[src/rtl/rggen_bus_slice_if.sv]
// ---------------------------------------------------------------------------
// rggen_bus_pkg / rggen_bus_if
//
// Purpose : Shared access/status encodings and the simple valid/ready
//           register bus used between a host adapter and a register block.
//
// Interface signals:
//   valid      - request valid (master -> slave)
//   access     - access kind, rggen_access (master -> slave)
//   address    - byte address, ADDRESS_WIDTH bits (master -> slave)
//   write_data - write data, BUS_WIDTH bits (master -> slave)
//   strobe     - byte enables, STROBE_WIDTH bits (master -> slave)
//   ready      - response valid, one cycle per request (slave -> master)
//   status     - response status, rggen_status (slave -> master)
//   read_data  - read data, BUS_WIDTH bits (slave -> master)
// ---------------------------------------------------------------------------
package rggen_bus_pkg;

    typedef enum logic [1:0] {
        RGGEN_READ         = 2'b00,
        RGGEN_POSTED_WRITE = 2'b01,
        RGGEN_WRITE        = 2'b11
    } rggen_access;

    typedef enum logic [1:0] {
        RGGEN_OKAY         = 2'b00,
        RGGEN_EXOKAY       = 2'b01,
        RGGEN_SLAVE_ERROR  = 2'b10,
        RGGEN_DECODE_ERROR = 2'b11
    } rggen_status;

endpackage

interface rggen_bus_if #(
    parameter int ADDRESS_WIDTH = 16,
    parameter int BUS_WIDTH     = 32,
    parameter int STROBE_WIDTH  = BUS_WIDTH / 8
);

    logic                           valid;
    rggen_bus_pkg::rggen_access     access;
    logic [ADDRESS_WIDTH-1:0]       address;
    logic [BUS_WIDTH-1:0]           write_data;
    logic [STROBE_WIDTH-1:0]        strobe;
    logic                           ready;
    rggen_bus_pkg::rggen_status     status;
    logic [BUS_WIDTH-1:0]           read_data;

    modport master (
        output valid, access, address, write_data, strobe,
        input  ready, status, read_data
    );

    modport slave (
        input  valid, access, address, write_data, strobe,
        output ready, status, read_data
    );

endinterface

[src/rtl/rggen_bus_slice.sv]
// ---------------------------------------------------------------------------
// rggen_bus_slice
//
// Purpose : Non-pipelined register slice between a host adapter (upstream)
//           and a register block (downstream). One transaction is in flight
//           at a time: IDLE captures the request, REQUEST presents it
//           downstream, RESPONSE returns the captured answer upstream for
//           exactly one cycle.
//
// Ports:
//   i_clk     - clock, rising edge
//   i_rst_n   - asynchronous active-low reset
//   slave_if  - rggen_bus_if.slave, upstream side facing the host adapter
//   master_if - rggen_bus_if.master, downstream side facing the register block
//
// Build option:
//   RGGEN_BUS_SLICE_TIMEOUT_EN - when defined, a REQUEST that sees no
//   downstream ready for TIMEOUT_CYCLES cycles is completed locally with
//   RGGEN_SLAVE_ERROR and zero read data. When undefined, REQUEST waits
//   indefinitely and TIMEOUT_CYCLES has no effect.
// ---------------------------------------------------------------------------
module rggen_bus_slice
    import rggen_bus_pkg::*;
#(
    parameter int ADDRESS_WIDTH  = 16,
    parameter int BUS_WIDTH      = 32,
    parameter int STROBE_WIDTH   = BUS_WIDTH / 8,
    parameter int TIMEOUT_CYCLES = 256
) (
    input logic         i_clk,
    input logic         i_rst_n,
    rggen_bus_if.slave  slave_if,
    rggen_bus_if.master master_if
);

    typedef enum logic [1:0] {
        IDLE,
        REQUEST,
        RESPONSE
    } state_e;

    state_e                     state_q,      state_d;
    rggen_access                access_q,     access_d;
    logic [ADDRESS_WIDTH-1:0]   address_q,    address_d;
    logic [BUS_WIDTH-1:0]       write_data_q, write_data_d;
    logic [STROBE_WIDTH-1:0]    strobe_q,     strobe_d;
    rggen_status                status_q,     status_d;
    logic [BUS_WIDTH-1:0]       read_data_q,  read_data_d;

`ifdef RGGEN_BUS_SLICE_TIMEOUT_EN
    localparam int COUNT_WIDTH = (TIMEOUT_CYCLES > 1) ? $clog2(TIMEOUT_CYCLES) : 1;
    localparam logic [COUNT_WIDTH-1:0] TIMEOUT_LIMIT = COUNT_WIDTH'(TIMEOUT_CYCLES - 1);

    logic [COUNT_WIDTH-1:0]     count_q,      count_d;
`endif

    // Next-state and capture logic. Request fields are only loaded in IDLE
    // and response fields only in REQUEST, so everything else holds.
    always_comb begin
        state_d      = state_q;
        access_d     = access_q;
        address_d    = address_q;
        write_data_d = write_data_q;
        strobe_d     = strobe_q;
        status_d     = status_q;
        read_data_d  = read_data_q;
`ifdef RGGEN_BUS_SLICE_TIMEOUT_EN
        count_d      = count_q;
`endif

        case (state_q)
            IDLE: begin
                if (slave_if.valid) begin
                    access_d     = slave_if.access;
                    address_d    = slave_if.address;
                    write_data_d = slave_if.write_data;
                    strobe_d     = slave_if.strobe;
                    state_d      = REQUEST;
`ifdef RGGEN_BUS_SLICE_TIMEOUT_EN
                    count_d      = '0;
`endif
                end
            end
            REQUEST: begin
                // A real downstream answer wins over an expiring timeout.
                if (master_if.ready) begin
                    status_d    = master_if.status;
                    read_data_d = master_if.read_data;
                    state_d     = RESPONSE;
                end
`ifdef RGGEN_BUS_SLICE_TIMEOUT_EN
                else if (count_q == TIMEOUT_LIMIT) begin
                    status_d    = RGGEN_SLAVE_ERROR;
                    read_data_d = '0;
                    state_d     = RESPONSE;
                end
                else begin
                    count_d = count_q + COUNT_WIDTH'(1);
                end
`endif
            end
            RESPONSE: begin
                // Upstream valid seen here is deliberately not accepted.
                state_d = IDLE;
            end
            default: begin
                state_d = IDLE;
            end
        endcase
    end

    // State and data registers.
    always_ff @(posedge i_clk or negedge i_rst_n) begin
        if (!i_rst_n) begin
            state_q      <= IDLE;
            access_q     <= RGGEN_READ;
            address_q    <= '0;
            write_data_q <= '0;
            strobe_q     <= '0;
            status_q     <= RGGEN_OKAY;
            read_data_q  <= '0;
        end
        else begin
            state_q      <= state_d;
            access_q     <= access_d;
            address_q    <= address_d;
            write_data_q <= write_data_d;
            strobe_q     <= strobe_d;
            status_q     <= status_d;
            read_data_q  <= read_data_d;
        end
    end

`ifdef RGGEN_BUS_SLICE_TIMEOUT_EN
    // Request timeout counter.
    always_ff @(posedge i_clk or negedge i_rst_n) begin
        if (!i_rst_n) begin
            count_q <= '0;
        end
        else begin
            count_q <= count_d;
        end
    end
`endif

    // Handshake outputs decode straight from the state register so that an
    // asynchronous reset drops them without waiting for a clock edge.
    assign master_if.valid      = (state_q == REQUEST);
    assign master_if.access     = access_q;
    assign master_if.address    = address_q;
    assign master_if.write_data = write_data_q;
    assign master_if.strobe     = strobe_q;

    assign slave_if.ready       = (state_q == RESPONSE);
    assign slave_if.status      = status_q;
    assign slave_if.read_data   = read_data_q;

endmodule

[src/flat_wrapper.sv]
// flat-port wrapper written by rule: the top's interface ports become plain ports
module rggen_bus_slice_flat import rggen_bus_pkg::*;
#(
    parameter int ADDRESS_WIDTH  = 16,
    parameter int BUS_WIDTH      = 32,
    parameter int STROBE_WIDTH   = BUS_WIDTH / 8,
    parameter int TIMEOUT_CYCLES = 256
)
  (i_clk, i_rst_n, slave_if_valid, slave_if_access, slave_if_address, slave_if_write_data, slave_if_strobe, slave_if_ready, slave_if_status, slave_if_read_data, master_if_valid, master_if_access, master_if_address, master_if_write_data, master_if_strobe, master_if_ready, master_if_status, master_if_read_data);
  rggen_bus_if #(.ADDRESS_WIDTH(ADDRESS_WIDTH), .BUS_WIDTH(BUS_WIDTH), .STROBE_WIDTH(STROBE_WIDTH)) slave_if_i ();
  rggen_bus_if #(.ADDRESS_WIDTH(ADDRESS_WIDTH), .BUS_WIDTH(BUS_WIDTH), .STROBE_WIDTH(STROBE_WIDTH)) master_if_i ();
  input logic i_clk;
  input logic i_rst_n;
  input wire logic [$bits(slave_if_i.valid)-1:0] slave_if_valid;
  input wire logic [$bits(slave_if_i.access)-1:0] slave_if_access;
  input wire logic [$bits(slave_if_i.address)-1:0] slave_if_address;
  input wire logic [$bits(slave_if_i.write_data)-1:0] slave_if_write_data;
  input wire logic [$bits(slave_if_i.strobe)-1:0] slave_if_strobe;
  output wire logic [$bits(slave_if_i.ready)-1:0] slave_if_ready;
  output wire logic [$bits(slave_if_i.status)-1:0] slave_if_status;
  output wire logic [$bits(slave_if_i.read_data)-1:0] slave_if_read_data;
  output wire logic [$bits(master_if_i.valid)-1:0] master_if_valid;
  output wire logic [$bits(master_if_i.access)-1:0] master_if_access;
  output wire logic [$bits(master_if_i.address)-1:0] master_if_address;
  output wire logic [$bits(master_if_i.write_data)-1:0] master_if_write_data;
  output wire logic [$bits(master_if_i.strobe)-1:0] master_if_strobe;
  input wire logic [$bits(master_if_i.ready)-1:0] master_if_ready;
  input wire logic [$bits(master_if_i.status)-1:0] master_if_status;
  input wire logic [$bits(master_if_i.read_data)-1:0] master_if_read_data;
  assign slave_if_i.valid = slave_if_valid;
  assign slave_if_i.access = slave_if_access;
  assign slave_if_i.address = slave_if_address;
  assign slave_if_i.write_data = slave_if_write_data;
  assign slave_if_i.strobe = slave_if_strobe;
  assign slave_if_ready = slave_if_i.ready;
  assign slave_if_status = slave_if_i.status;
  assign slave_if_read_data = slave_if_i.read_data;
  assign master_if_valid = master_if_i.valid;
  assign master_if_access = master_if_i.access;
  assign master_if_address = master_if_i.address;
  assign master_if_write_data = master_if_i.write_data;
  assign master_if_strobe = master_if_i.strobe;
  assign master_if_i.ready = master_if_ready;
  assign master_if_i.status = master_if_status;
  assign master_if_i.read_data = master_if_read_data;
  rggen_bus_slice #(.ADDRESS_WIDTH(ADDRESS_WIDTH), .BUS_WIDTH(BUS_WIDTH), .STROBE_WIDTH(STROBE_WIDTH), .TIMEOUT_CYCLES(TIMEOUT_CYCLES)) u_core (.i_clk(i_clk), .i_rst_n(i_rst_n), .slave_if(slave_if_i), .master_if(master_if_i));
endmodule
[config.mk]
export PLATFORM = sky130hd
export DESIGN_NAME = rggen_bus_slice_flat
export DESIGN_NICKNAME = d
export VERILOG_FILES = /design/src/rtl/rggen_bus_slice_if.sv /design/src/rtl/rggen_bus_slice.sv /design/src/flat_wrapper.sv
export SDC_FILE = /design/constraint.sdc
export NUM_CORES = 1
export LEC_CHECK = 0
export ABC_AREA = 0
export CELL_PAD_IN_SITES_DETAIL_PLACEMENT = 0
export CELL_PAD_IN_SITES_GLOBAL_PLACEMENT = 1
export CORE_MARGIN = 1.5
export CORE_UTILIZATION = 29
export DETAILED_ROUTE_END_ITERATION = 7
export GPL_ROUTABILITY_DRIVEN = 0
export PLACE_DENSITY_LB_ADDON = 0.1
export SYNTH_ARGS = -nofsm -noshare
export SYNTH_HDL_FRONTEND = slang
export SYNTH_SLANG_ARGS = --single-unit
[constraint.sdc]
create_clock -name i_clk -period 1.3 [get_ports i_clk]
set_input_delay 0.26 -clock i_clk [delete_from_list [all_inputs] [get_ports i_clk]]
set_output_delay 0.26 -clock i_clk [all_outputs]
set_load 0.05 [all_outputs]
==> Word level (Yosys, flattened, before mapping) <==
Cells that the tools add are included.
{ "classes": {"n_addsub": 0, "n_mul": 0, "div": 0, "n_lt_le_gt_ge": 0, "eq_ne": 4, "shifts": 0, "mux": 3, "bitwise_logic": 0, "n_reduce_logical": 4} }
{ "ops": {"columns": ["op", "n"], "rows": [
  ["$reduce_and 2->1", 3],
  ["$mux 2", 2],
  ["$pmux 2 s2", 1],
  ["$eq 2x1->1 const B", 1],
  ["$eq 2x2->1 const B", 1],
  ["$logic_not 2->1", 1],
  ["$ne 2x1->1 const B", 1],
  ["$ne 2x2->1 const B", 1]
]} }
{ "totals": {"reg_bits": 90, "latch_bits": 0, "ramBits": 0, "mem_bits_ro": 0, "output_inout_bits": 90, "memories": 0} }

==> Logic depth before layout (Yosys ltp) <==
Gate-level depths: netlist (run 1).
{ "depth": {"ltp_word": 3, "ltp_mapped": 4, "ltp_nobuf": 2} }

==> Worst setup path before layout (run 1) <==
OpenSTA, ideal clock, no wires.
{ "synth_timing": {"path_kind": "reg2out", "from": "register u_core.state_q[0]", "to": "output port master_if_valid", "t_arrival_ps": 1180, "required_ps": 1040, "path_slack_ps": -140, "path_stages_with_launch": 2, "path_cell_list": "dfrtp_1 > nor2b_1"} }
{ "synth_via": {"elab_chain_cells": 1} }
{ "synth_lines": {"columns": ["item", "line_no", "source"], "rows": [
  ["from (decl)", "rggen_bus_slice.sv:42", "state_e state_q, state_d;"],
  ["from (signal assigned)", "rggen_bus_slice.sv:124", "state_q <= state_d;"],
  ["$eq 2x1->1", "rggen_bus_slice.sv:148", "assign master_if.valid = (state_q == REQUEST);"],
  ["to (decl)", "flat_wrapper.sv:22", "output wire logic [$bits(master_if_i.valid)-1:0] master_if_valid;"]
]} }
No other way between the ends.

==> Final worst setup path (run 1) <==
{ "layout_timing": {"from": "register u_core.state_q[1]", "to": "output port slave_if_ready"} }
{ "layout_via": {"elab_chain_cells": 1} }
{ "layout_lines": {"columns": ["item", "line_no", "source"], "rows": [
  ["$eq 2x2->1", "rggen_bus_slice.sv:154", "assign slave_if.ready = (state_q == RESPONSE);"],
  ["to (decl)", "flat_wrapper.sv:19", "output wire logic [$bits(slave_if_i.ready)-1:0] slave_if_ready;"]
]} }
No other way between the ends.

==> results of run 1 <==
## worst min path at each step
stage | slack (ns) | end
5_1_grt | 0.38 | u_core.master_if.strobe[1]
2_1_floorplan | -0.04 | u_core.master_if.access[0]
3_3_place_gp | 0.17 | u_core.master_if.write_data[21]
3_5_place_dp | 0.17 | u_core.master_if.address[2]
4_1_cts | 0.36 | u_core.master_if.address[2]
6_report | 0.37 | u_core.master_if.address[2]
## flip-flops by register name, indices dropped and copies added, names as in the netlist
name,cells
u_core.master_if.access,2
u_core.master_if.write_data,32
u_core.slave_if.status,2
u_core.master_if.address,16
u_core.master_if.strobe,4
u_core.slave_if.read_data,32
u_core.state_q,2
## per-stage QoR
| step | hold slack, ns | instances | util [%] |
|---|---|---|---|
| 5_1_grt | 0.3834 | 582 | 57.40 |
| 4_1_cts | 0.3644 | 581 | 57.34 |
| 3_3_place_gp | 0.1682 | 555 | 53.59 |
| 6_report | 0.3697 | 582 | 57.40 |
| 2_1_floorplan | -0.03559 | 194 | - |
| 3_5_place_dp | 0.1682 | 555 | 53.59 |
## critical path, stage by stage (launching register included)
cell,delay [ns]
sky130_fd_sc_hd__dfrtp_1,0.39
sky130_fd_sc_hd__buf_6,0.12
sky130_fd_sc_hd__buf_6,0.11
sky130_fd_sc_hd__and2b_1,0.17
sky130_fd_sc_hd__buf_12,0.15
## per-layer routing
metal  global-route usage (%)  vias to the layer above  part of all wire (%)
met5                        0                        -                     0
met4                    5.301                        0                   1.3
met2                    22.94                       95                    49
li1                         -                     1097                     -
met3                    5.189                       10                   8.0
met1                    17.59                     1192                    41
## timing repair
action	CTS	global route
setup buffers	7	2
gates resized for setup	9	1
endpoints found under the hold margin	18	0
hold buffers	1	0
cloned	2	0
setup endpoints to repair	87	90
## kinds of logic (layout without fill, tap and decap cells)
kind of cell / Yosys count / count (layout)
multiplexers: 88 / 88
buffers and inverters: 10 / 226
flip-flops: 90 / 90
AND/OR/NAND/NOR: 5 / 5
AO/OA/AOI/OAI: 1 / 1
## cells in the final DEF (no fill, tap or decap)
master                            instances
sky130_fd_sc_hd__a211oi_1                 1
sky130_fd_sc_hd__and2b_1                  1
sky130_fd_sc_hd__buf_12                 101
sky130_fd_sc_hd__buf_16                   2
sky130_fd_sc_hd__buf_4                   12
sky130_fd_sc_hd__buf_6                    3
sky130_fd_sc_hd__clkbuf_1                 1
sky130_fd_sc_hd__clkbuf_16                9
sky130_fd_sc_hd__clkbuf_8                 5
sky130_fd_sc_hd__clkdlybuf4s50_1         90
sky130_fd_sc_hd__clkinv_2                 1
sky130_fd_sc_hd__dfrtp_1                 90
sky130_fd_sc_hd__dlygate4sd3_1            1
sky130_fd_sc_hd__inv_1                    1
sky130_fd_sc_hd__mux2_2                   8
sky130_fd_sc_hd__mux2_4                  80
sky130_fd_sc_hd__nand3b_4                 1
sky130_fd_sc_hd__nor2_1                   1
sky130_fd_sc_hd__nor2b_2                  1
sky130_fd_sc_hd__nor3b_4                  1
## final cells by class
cell class | count | area (um^2) | share of cell area (%)
multi-input cells | 94 | 1358 | 18.74
clock inverters | 1 | 5.005 | 0.06910
clock buffers | 15 | 297.8 | 4.111
repair buffers | 209 | 3112 | 42.96
well taps | 172 | 215.2 | 2.971
flip-flops and latches | 90 | 2252 | 31.09
inverters | 1 | 3.754 | 0.05182
## power by group
part | internal, mW | total (mW) | switching (mW) | leakage (nW)
combinational | 8.16 | 15.0 | 6.86 | 2.12
sequential | 4.24 | 5.82 | 1.58 | 1.05
clock | 1.56 | 2.58 | 1.02 | 0.152
total | 14.0 | 23.4 | 9.47 | 3.33
==> flow_summary.toml, run 1 <==
[critical_path]
cp_max_fanout = 3
worst-endpoint-arrival_ns = 1.28
crit_reg_reg_startpoint = "u_core.state_q[1]"
worst-setup-path-type = "register to output port"
cp-endpoint = "slave_if_ready"
critPathLaunch = "u_core.state_q[1]"
r2r_cells = 6
setup.worst_path.end_class = "output port"
worstPathRequired_ns = 1.04
crit-reg2reg-capture = "u_core.slave_if.read_data[23]"
worstSetupStartpointType = "register"
ff2ff_setup_slack_ns = -0.22

[final_layout]
post_route_cells_drive_above_1_share_pct = 54.63
insertedDiodeCount = 0
post-route-cell-area_um2 = 7243
fin_nets = 497
filler_cell_count = 1002
syn_to_final_growth_pct = 93.35

[clock_tree]
worstSkewPairLatency_ns = 0.33
clock_tree.buffer_depth = 2
cts_root_buffer = "sky130_fd_sc_hd__clkbuf_16"
h-tree-depth = 3
cts.reportedPaths.clkPinSlew_ns = 0.06
cts_buffers = 9
cts_tree = "done"
clkSinkCount = 90

[yosys]
yosysMostFrequentCell = "sky130_fd_sc_hd__dfrtp_1"
synthCells = 194
ys.warnings.count = 0
post_synth_xor_area_fraction_pct = 0
synth_top_cell_by_area = "sky130_fd_sc_hd__dfrtp_1"
synth_area_per_cell_um2 = 19.31
yosys.area.top_type_share_pct = 60.12
number_of_enable_flip_flop_cells_after_synthesis = 0
list_of_most_frequent_post_synthesis_cells = "sky130_fd_sc_hd__dfrtp_1, sky130_fd_sc_hd__mux2_4, sky130_fd_sc_hd__mux2_2, sky130_fd_sc_hd__buf_12, sky130_fd_sc_hd__buf_6"
area_fraction_in_compound_gates_after_synthesis_pct = 0.2004
synth-seq-cells = 90
synthArstFlopShare_pct = 100.0
yosys_most_used_dff = "sky130_fd_sc_hd__dfrtp_1"
synth_fp_nets = 286
yosysSeqAreaShare_pct = 60.12
simple_gate_fraction_of_synth_area_pct = 1.336
synthesis.area_um2 = 3746
synth.area.mux_share_pct = 34.37
yosys-top-cells-area = "sky130_fd_sc_hd__dfrtp_1, sky130_fd_sc_hd__mux2_4, sky130_fd_sc_hd__mux2_2"
synth_top_family_by_area = "multiplexers"
synth_cell_type_count = 12
post_synth_fa_ha_maj_area_fraction_pct = 0

[timing]
clock.fmax_mhz = 650.8
timing.final.crit_share_pct = 118.2
finalMaxSlewViolations = 0
period_minus_slack_ns = 1.537
worst_margin_pin_slew_ns = 0.2873
final-setup-viol-count = 90
slew-limit-headroom_pct = 80.85
final_hold_viol_count = 0
fin_tns_setup_ns = -16.52
worst_slack_ns = -0.2367
finClkSkew_ns = 0.004938
unrepaired_setup_endpoints_after_global_routing = "true"

[run_status]
status = "complete, but fails checks"
violated_checks = "negative setup slack"

[run]
maxCapViolations = 0

[worst_hold_path]
worst_hold_path_type = "input port to async pin"

[drt]
vias = 2394
drc_errors = 0
wire_per_inst_um = 16.30
drtPass1Iterations = 3
postRouteWirelength_mm = 9.484
route.detailed.vias_per_inst = 4.113
antenna_left = 0
drt_iter0_drc = 43

[placed_design]
dpl-instance-area_um2 = 6763
post-place-ws_ns = -0.4480
dp_hpwl_mm = 7.149
numPortBuffers = 181

[floorplanning]
die_width_um = 116.7
core_area_um2 = 12620
initial_core_util_pct = 29.68
io_pins = 182
fp.dieH_um = 116.7
floorplan.die_area_um2 = 13610
fp-row-count = 41

[power_and_ir_drop]
power_density_nw_per_um2 = 3233
p_leak_nw = 3.329
peakVddDrop_v = 0.001581
fin_total_pwr_mw = 23.42

[global_route]
overflow = 0
grt_start_max_net_pins = 37
grt_pass1_vias = 2547
first_pass_grt_wire_length_mm = 14.35
grt_antenna_before_repair = 0
grtUsageTotal_pct = 14.24
(Power assumes the default switching activity.)
==> run 2: changes to the inputs <==
--- a/config.mk
+++ b/config.mk
@@ -13,6 +13,7 @@
 export DETAILED_ROUTE_END_ITERATION = 7
 export GPL_ROUTABILITY_DRIVEN = 0
 export PLACE_DENSITY_LB_ADDON = 0.1
+export SLEW_MARGIN = 10
 export SYNTH_ARGS = -nofsm -noshare
 export SYNTH_HDL_FRONTEND = slang
 export SYNTH_SLANG_ARGS = --single-unit
==> results of run 2 <==
No change in the layout: final DEF, timing and power equal those of run 1.
==> run 3: changes to the inputs <==
--- a/config.mk
+++ b/config.mk
@@ -10,6 +10,7 @@
 export CELL_PAD_IN_SITES_GLOBAL_PLACEMENT = 1
 export CORE_MARGIN = 1.5
 export CORE_UTILIZATION = 29
+export CTS_CLUSTER_SIZE = 12
 export DETAILED_ROUTE_END_ITERATION = 7
 export GPL_ROUTABILITY_DRIVEN = 0
 export PLACE_DENSITY_LB_ADDON = 0.1
==> results of run 3 <==
No change in the layout: final DEF, timing and power equal those of run 1.
